`src/rtl/por_pkg.sv`:
```
// Shared constants and FSM state type for the power-on reset sequencer.
package por_pkg;

    localparam int NUM_DOM             = 3;
    localparam int STAGE_DLY_DEF       = 64;
    localparam int STAGE_DLY_SHORT_DEF = 4;
    localparam int ACK_TIMEOUT_DEF     = 1024;
    localparam int BO_MAX              = 15;

    typedef enum logic [2:0] {
        IDLE     = 3'd0,
        DELAY    = 3'd1,
        WAIT_ACK = 3'd2,
        DONE     = 3'd3,
        FAULT    = 3'd4
    } seq_state_e;

endpackage

```
`src/rtl/por_sync2.sv`:
```
// Two-flop synchronizer with asynchronous active-low clear.
module por_sync2 (
    input  logic clk,
    input  logic rst_n,
    input  logic d,
    output logic q
);

    logic meta;

    always_ff @(posedge clk or negedge rst_n) begin
        if (!rst_n) begin
            meta <= 1'b0;
            q    <= 1'b0;
        end else begin
            meta <= d;
            q    <= meta;
        end
    end

endmodule

```
`src/rtl/por_rst_seq.sv`:
```
// Power-on reset sequencer: releases three domain resets in order, waiting for each acknowledge.
//
// state    | meaning
// IDLE     | all domains held in reset, waiting for avdd good
// DELAY    | counting the stage delay before releasing domain k
// WAIT_ACK | domain k released, waiting for its ready (bounded by timeout)
// DONE     | all domains released and acknowledged
// FAULT    | an acknowledge timed out; all domains held in reset
module por_rst_seq
    import por_pkg::*;
#(
    parameter int STAGE_DLY       = STAGE_DLY_DEF,
    parameter int STAGE_DLY_SHORT = STAGE_DLY_SHORT_DEF,
    parameter int ACK_TIMEOUT     = ACK_TIMEOUT_DEF
) (
    input  logic         osc_ck,
    input  logic         porb,
    input  logic         pwup_filt,
    input  logic         force_short_oneshot,
    input  logic [2:0]   dom_ready,
    output logic [2:0]   rst_n_out,
    output logic         seq_done,
    output logic         seq_fault,
    output logic [3:0]   brownout_cnt
);

    localparam int CNT_MAX_A = (STAGE_DLY > STAGE_DLY_SHORT) ? STAGE_DLY : STAGE_DLY_SHORT;
    localparam int CNT_MAX   = (ACK_TIMEOUT > CNT_MAX_A) ? ACK_TIMEOUT : CNT_MAX_A;
    localparam int CNT_W     = $clog2(CNT_MAX + 1);

    localparam logic [CNT_W-1:0] DLY_LD   = CNT_W'(STAGE_DLY - 1);
    localparam logic [CNT_W-1:0] SHORT_LD = CNT_W'(STAGE_DLY_SHORT - 1);
    localparam logic [CNT_W-1:0] TMO_LD   = CNT_W'(ACK_TIMEOUT - 1);

    logic               rst_sync_n;
    logic               pwup_s;
    logic [NUM_DOM-1:0] ready_s;

    seq_state_e         state, state_nxt;
    logic [1:0]         k, k_nxt;
    logic [CNT_W-1:0]   cnt, cnt_nxt;
    logic [NUM_DOM-1:0] rst_nxt;
    logic               done_nxt, fault_nxt;
    logic [3:0]         bo_nxt;
    logic [CNT_W-1:0]   dly_load;

    por_sync2 u_rst_sync (.clk(osc_ck), .rst_n(porb), .d(1'b1),      .q(rst_sync_n));
    por_sync2 u_pwup_sync (.clk(osc_ck), .rst_n(porb), .d(pwup_filt), .q(pwup_s));

    for (genvar i = 0; i < NUM_DOM; i++) begin : g_ready_sync
        por_sync2 u_ready_sync (.clk(osc_ck), .rst_n(porb), .d(dom_ready[i]), .q(ready_s[i]));
    end

    // The delay select is only consumed on the transitions that enter DELAY.
    assign dly_load = force_short_oneshot ? SHORT_LD : DLY_LD;

    always_ff @(posedge osc_ck or negedge rst_sync_n) begin
        if (!rst_sync_n) begin
            state        <= IDLE;
            k            <= 2'd0;
            cnt          <= '0;
            rst_n_out    <= '0;
            seq_done     <= 1'b0;
            seq_fault    <= 1'b0;
            brownout_cnt <= 4'd0;
        end else begin
            state        <= state_nxt;
            k            <= k_nxt;
            cnt          <= cnt_nxt;
            rst_n_out    <= rst_nxt;
            seq_done     <= done_nxt;
            seq_fault    <= fault_nxt;
            brownout_cnt <= bo_nxt;
        end
    end

    always_comb begin
        state_nxt = state;
        k_nxt     = k;
        cnt_nxt   = cnt;
        rst_nxt   = rst_n_out;
        done_nxt  = seq_done;
        fault_nxt = seq_fault;
        bo_nxt    = brownout_cnt;

        if (state != IDLE && !pwup_s) begin
            state_nxt = IDLE;
            k_nxt     = 2'd0;
            rst_nxt   = '0;
            done_nxt  = 1'b0;
            if (brownout_cnt != 4'(BO_MAX)) begin
                bo_nxt = brownout_cnt + 4'd1;
            end
        end else begin
            case (state)
                IDLE: begin
                    rst_nxt = '0;
                    k_nxt   = 2'd0;
                    if (pwup_s) begin
                        state_nxt = DELAY;
                        cnt_nxt   = dly_load;
                    end
                end
                DELAY: begin
                    if (cnt == '0) begin
                        rst_nxt[k] = 1'b1;
                        state_nxt  = WAIT_ACK;
                        cnt_nxt    = TMO_LD;
                    end else begin
                        cnt_nxt = cnt - 1'b1;
                    end
                end
                WAIT_ACK: begin
                    // Acknowledge is tested first so it wins over a coincident timeout.
                    if (ready_s[k]) begin
                        if (k == 2'd2) begin
                            state_nxt = DONE;
                            done_nxt  = 1'b1;
                        end else begin
                            k_nxt     = k + 2'd1;
                            state_nxt = DELAY;
                            cnt_nxt   = dly_load;
                        end
                    end else if (cnt == '0) begin
                        state_nxt = FAULT;
                        rst_nxt   = '0;
                        fault_nxt = 1'b1;
                    end else begin
                        cnt_nxt = cnt - 1'b1;
                    end
                end
                DONE: begin
                    done_nxt = 1'b1;
                end
                FAULT: begin
                    rst_nxt   = '0;
                    fault_nxt = 1'b1;
                end
                default: begin
                    state_nxt = IDLE;
                end
            endcase
        end
    end

endmodule

```
`config.mk`:
```
export PLATFORM = sky130hd
export DESIGN_NAME = por_rst_seq
export DESIGN_NICKNAME = d
export VERILOG_FILES = /design/src/rtl/por_pkg.sv /design/src/rtl/por_sync2.sv /design/src/rtl/por_rst_seq.sv
export SDC_FILE = /design/constraint.sdc
export NUM_CORES = 1
export LEC_CHECK = 0
export BUFFER_PORTS_ARGS = -buffer_cell sky130_fd_sc_hd__buf_2
export CORE_UTILIZATION = 33
export DETAILED_ROUTE_END_ITERATION = 8
export SLEW_MARGIN = 5
export SYNTH_ARGS = -nofsm -noshare
export SYNTH_HDL_FRONTEND = slang
export SYNTH_SLANG_ARGS = --single-unit
```
`constraint.sdc`:
```
create_clock -name osc_ck -period 0.85 [get_ports osc_ck]
set_input_delay 0 -clock osc_ck [delete_from_list [all_inputs] [get_ports osc_ck]]
set_output_delay 0 -clock osc_ck [all_outputs]
set_load 0.05 [all_outputs]
```
== Word level (Yosys, flattened, before mapping) ==
Index checks and enable logic that the tools add are counted.

* Output and inout port bits: 9
* Bits in registers: 35
* Logic and storage cells: 98
* Input port bits: 7

* Equality and inequality tests: 20
* Add/subtract/negate cells: 3
* Magnitude comparators: 2
* Bitwise gates (word level): 2
* Mux-type cells: 34
* Reduce and logical (&&, ||, !) cells: 20

{| class="wikitable"
|+ Operators with widths
! cell !! count
|-
| $mux 11 || 5
|-
| $pmux 11 s3 || 1
|-
| $mux 3 || 9
|-
| $ne 3x3->1 const B || 8
|-
| $pmux 3 s4 || 1
|-
| $reduce_and 4->1 || 3
|-
| $reduce_bool 3->1 || 4
|-
| $logic_not 11->1 || 1
|-
| $sub 11x1->11 const B || 1
|-
| $pmux 3 s3 || 1
|-
| $mux 2 || 4
|-
| $ne 4x4->1 const B || 2
|-
| $mux 1 || 7
|-
| $eq 3x2->1 const B || 2
|-
| $mux 6 || 1
|-
| $reduce_and 3->1 || 2
|-
| $reduce_and 5->1 || 1
|-
| $add 4x1->4 const B || 1
|-
| $ne 2x1->1 const B || 2
|-
| $ne 2x2->1 const B || 2
|-
| $pmux 1 s2 || 2
|-
| $pmux 2 s2 || 1
|-
| $reduce_bool 4->1 || 1
|-
| $reduce_or 2->1 || 2
|-
| 16 further kinds || 17
|}

== Logic depth before layout (Yosys ltp) ==
* Depth after elaboration: 8
* Mapped depth: 8
* Mapped depth without buffers: 7

== By module ==
A second synthesis with hierarchy kept.

* Cells, all modules: 187
* Area total of the unflattened synthesis: 1968.1 um^2

{| class="wikitable"
|+ By module, submodules not included
! module !! cells each !! area each (um^2) !! sequential area each (um^2) !! times used
|-
| por_rst_seq || 177 || 1717.9 || 625.6 || 1
|-
| por_sync2 || 2 || 50.0 || 50.0 || 5
|}

== Least setup slack after synthesis ==
OpenSTA, ideal clock, no wires.

* Path type: register to register
* Start: register cnt[0]
* End: register cnt[10]
* Setup slack: -0.965 ns
* Arrival time: 1.693 ns
* Stages on the path, launching flop included: 8
* Required time: 0.728 ns
* Path through: dfrtp_1 > inv_1 > ha_1 > nor4b_2 > nand3_2 > a21o_1 > a211o_1 > a32o_1

* Word-level cells in the longest chain between the ends: 4

{| class="wikitable"
|+ RTL lines
! element !! RTL line !! source
|-
| start, declared || por_rst_seq.sv:41 || <nowiki>logic [CNT_W-1:0] cnt, cnt_nxt;</nowiki>
|-
| start signal, assigned || por_rst_seq.sv:69 || <nowiki>cnt <= cnt_nxt;</nowiki>
|-
| $sub 11x1->11 || por_rst_seq.sv:110, por_rst_seq.sv:129 ||
|-
| $mux 11 || por_rst_seq.sv:124 || <nowiki>end else if (cnt == '0) begin</nowiki>
|-
| $mux 11 || por_rst_seq.sv:115 || <nowiki>if (ready_s[k]) begin</nowiki>
|-
| $pmux 11 s3 || por_rst_seq.sv:95 || <nowiki>case (state)</nowiki>
|}

Parallel ways exist; a longest one is shown, timed or not. The select of a mux whose other input is x is not followed.
A chain may end at the register's enable or synchronous reset.

== Worst setup path after layout ==
Same ends and word-level chain as after synthesis.

==> reports/results.tsv <==
metric	value	unit
outcome	finished with violations	
failed_checks	negative setup slack	
gr-usage-met1	19.8	%
crit_path_max_fanout	4	
reg2reg_slack	-0.94	ns
yosys.area_share.adder	3.94	%
seqPwrFrac	34.1	%
hp-class	input pin to asynchronous set/reset pin	
netlist_area	1910	um2
hold_viol_final	0	
fin_worst_skew	0.00409	ns
leakagePower	1.38	nW
drtIter0Drc	60	
rows	27	
synth_seq_area_share	45.9	%
place_congestion	0.773	
die_area	6090	um2
wl	5.05	mm
p_switching	1.87	mW
cts_root_buf	clkbuf_8	
critical_path_class	flop to flop	
netlist_top_cells_area	dfrtp_1 (46%), ha_1 (3.9%), a21oi_1 (3.7%), a31oi_1 (3.3%), nor2_1 (3.1%)	
nFillCells	490	
setup_ws	-0.945	ns
cp-start-kind	flop	
grt_pass1_vias	1751	
grt_setup_unrepaired	yes	
synth_top_family_by_area	compound AO/OA/AOI/OAI gates	
ys_types	60	
arrival	1.98	ns
post-synth-top-area-cell	dfrtp_1	
netlist.area_leader.share	45.9	%
ys_ff_latch	35	
hpwl	3.46	mm
required	1.03	ns
vias	1765	
finalCriticalPeriod	1.79	ns
cts_tree	done	
overflow	0	
whs	0.103	ns
io_buffer_count	15	
p_sw_share	31.2	%
die_h	78.0	um
rr_worst_depth	7	
p_comb_share	35.5	%
drc_errors	0	
wl_per_cell	14.3	um
n_antenna_cell	0	
antenna_found_initial	0	
regArea	882	um2
grt_pass1_wl	8.18	mm
cts_max_path_buffers	2	
nets	292	
syn_nets	202	
avgSynthCellArea	10.1	um2
rr_endpoint	cnt[10]	
crit_path_end_kind	flop	
synth_compound_area_share	23.8	%
yosysWarningCount	0	
cap_violations	0	
setup_viol	31	
grt_max_degree	16	
clk_pin_slew	0.08	ns
p_per_area	1910	nW/um2
power	5.99	mW
ant_nets	0	
synth_simple_gate_area_share	19.3	%
numCtsBuffers	5	
drv_slew	0	
core_area	5540	um2
synthFlopType	dfrtp_1	
ios	16	
pwr-share-clk	30.4	%
synth_xor_xnor_area_share	0.459	%
clock_sinks	35	
multi_input_area	1190	um2
synthMuxAreaShare	1.90	%
r2r_start	cnt[0]	
first_pass_iters	4	
fin_cells	352	
drive_gt1_share	52.9	%
max_freq	0.557	GHz
dieWidth	78.0	um
htreeDepth	2	
internal_power	4.12	mW
top_usage_layer	met2	
initial_core_util	34.4	%
clkLatencyLatePin	0.29	ns
grt_use_total	17.5	%
synth-edff-count	0	
gr-usage-met2	32.1	%
place_inst	330	
synthArstFlopShare	100	%
avgViaCountPerCell	5.01	
peakVddDrop	2280	uV
fin_crit_sh	211	%
area_growth	64.2	%
syn_inst	189	
grt_use_met3	3.60	%
==> state kept, by name (all words and copies together), names as in the netlist <==
name / flops
brownout_cnt: 4
u_pwup_sync.q: 1
cnt: 11
u_rst_sync.q: 1
seq_done: 1
u_pwup_sync.meta: 1
state: 3
g_ready_sync.u_ready_sync.meta: 3
u_rst_sync.meta: 1
k: 2
rst_n_out: 3
seq_fault: 1
g_ready_sync.u_ready_sync.q: 3
==> worst max path at each step <==
stage            from  endpoint  slack [ns]  cells after the start
2_1_floorplan  cnt[0]   cnt[10]       -0.88                      7
3_3_place_gp   cnt[1]   cnt[10]       -0.90                      7
3_5_place_dp   cnt[0]   cnt[10]       -0.96                      7
4_1_cts        cnt[0]   cnt[10]       -0.95                      7
5_1_grt        cnt[0]   cnt[10]       -1.04                      7
6_report       cnt[0]   cnt[10]       -0.94                      7
==> layout make-up <==
class | count | area share [%]
Clock inverter | 3 | 2.16
Timing Repair Buffer | 90 | 25.0
Tap cell | 72 | 2.88
Inverter | 11 | 1.40
Clock buffer | 5 | 2.20
Multi-Input combinational cell | 136 | 38.2
Sequential cell | 35 | 28.2
==> cell usage in the layout, fill, tap and decap left out, types with 2 or more instances in the layout <==
cell type       n
buf_4          56
dfrtp_1        30
buf_6          18
nor2_1         14
nand2_1        12
a31oi_1        10
a21oi_1         8
a21oi_2         7
buf_2           6
inv_2           5
inv_1           5
o21ai_1         5
dfrtp_2         5
clkbuf_8        5
dlygate4sd3_1   5
buf_8           4
nor4_4          3
nor2_4          3
nand2b_1        3
nand4_1         3
o22ai_1         3
a21o_1          3
nand3_1         3
ha_4            3
nor3b_4         2
and3_4          2
o31ai_4         2
a211oi_1        2
nor2b_1         2
a21boi_1        2
mux2_4          2
ha_1            2
bufinv_16       2
==> routing by layer <==
layer	wire [um]	vias to the layer above
met1	2200	837
met4	87	0
met5	0	-
met3	132	10
li1	-	888
met2	2630	30
==> what timing repair did <==
item | 4_1_cts | 5_1_grt
endpoints found under the setup margin | 34 | 34
setup buffers | 6 | 5
hold buffers | 5 | 0
resized for setup | 58 | 22
hold endpoints to repair | 14 | 0
pin swaps | 13 | 11
==> cells in the mapped netlist, types with 2 or more instances <==
cell type and count:
nand3_1 3, nand2b_1 3, and3_2 2, nand2_1 13, buf_2 3, clkbuf_1 2
nor4_1 4, nor2_1 16, o21ai_0 6, o31ai_1 3, mux2_2 2, nand4_1 3
buf_6 2, nor3_1 2, inv_1 11, o22ai_1 3, a21boi_0 2, a211oi_1 2
a21o_1 3, dfrtp_1 35, nand3_2 2, nor2b_1 2, a31oi_1 10, a21oi_1 14
ha_1 6
==> cell families after synthesis <==
kind of cell / after synthesis
multiplexers: 3
XOR/XNOR: 1
adder cells (fa/ha/maj): 6
AO/OA/AOI/OAI: 64
AND/OR/NAND/NOR: 61
buffers and inverters: 18
other: 1
flip-flops: 35
==> worst max-delay path, cell delays in order (launching register included) <==
cell     delay [ns]
dfrtp_1        0.39
inv_2          0.08
ha_4           0.12
nor4b_4        0.30
nand3_2        0.12
a21o_1         0.20
a211o_1        0.27
a32o_1         0.20
==> per-stage QoR <==
| step | TNS, ns | utilization (%) | setup slack (ns) | area, um2 |
|---|---|---|---|---|
| 5_1_grt | -23.16 | 56.5 | -1.04 | 3130 |
| 2_1_floorplan | -16.83 | - | -0.884 | 1990 |
| 4_1_cts | -20.80 | 54.1 | -0.951 | 3000 |
| 3_5_place_dp | -20.74 | 46.4 | -0.956 | 2570 |
| 6_report | -20.81 | 56.5 | -0.945 | 3130 |
| 3_3_place_gp | -19.62 | 46.4 | -0.895 | 2570 |
==> power by group through the flow <==
stage               clock network [mW]  logic, mW  registers [mW]
finish                            1.82       2.13            2.04
floorplan                            0      0.502            2.44
detailed placement                   0       1.59            2.04
global placement                     0       1.55            2.03
CTS                               1.88       2.03            2.03
global route                      1.93       2.29            2.07
No activity file was read; power rests on OpenSTA's default activity.
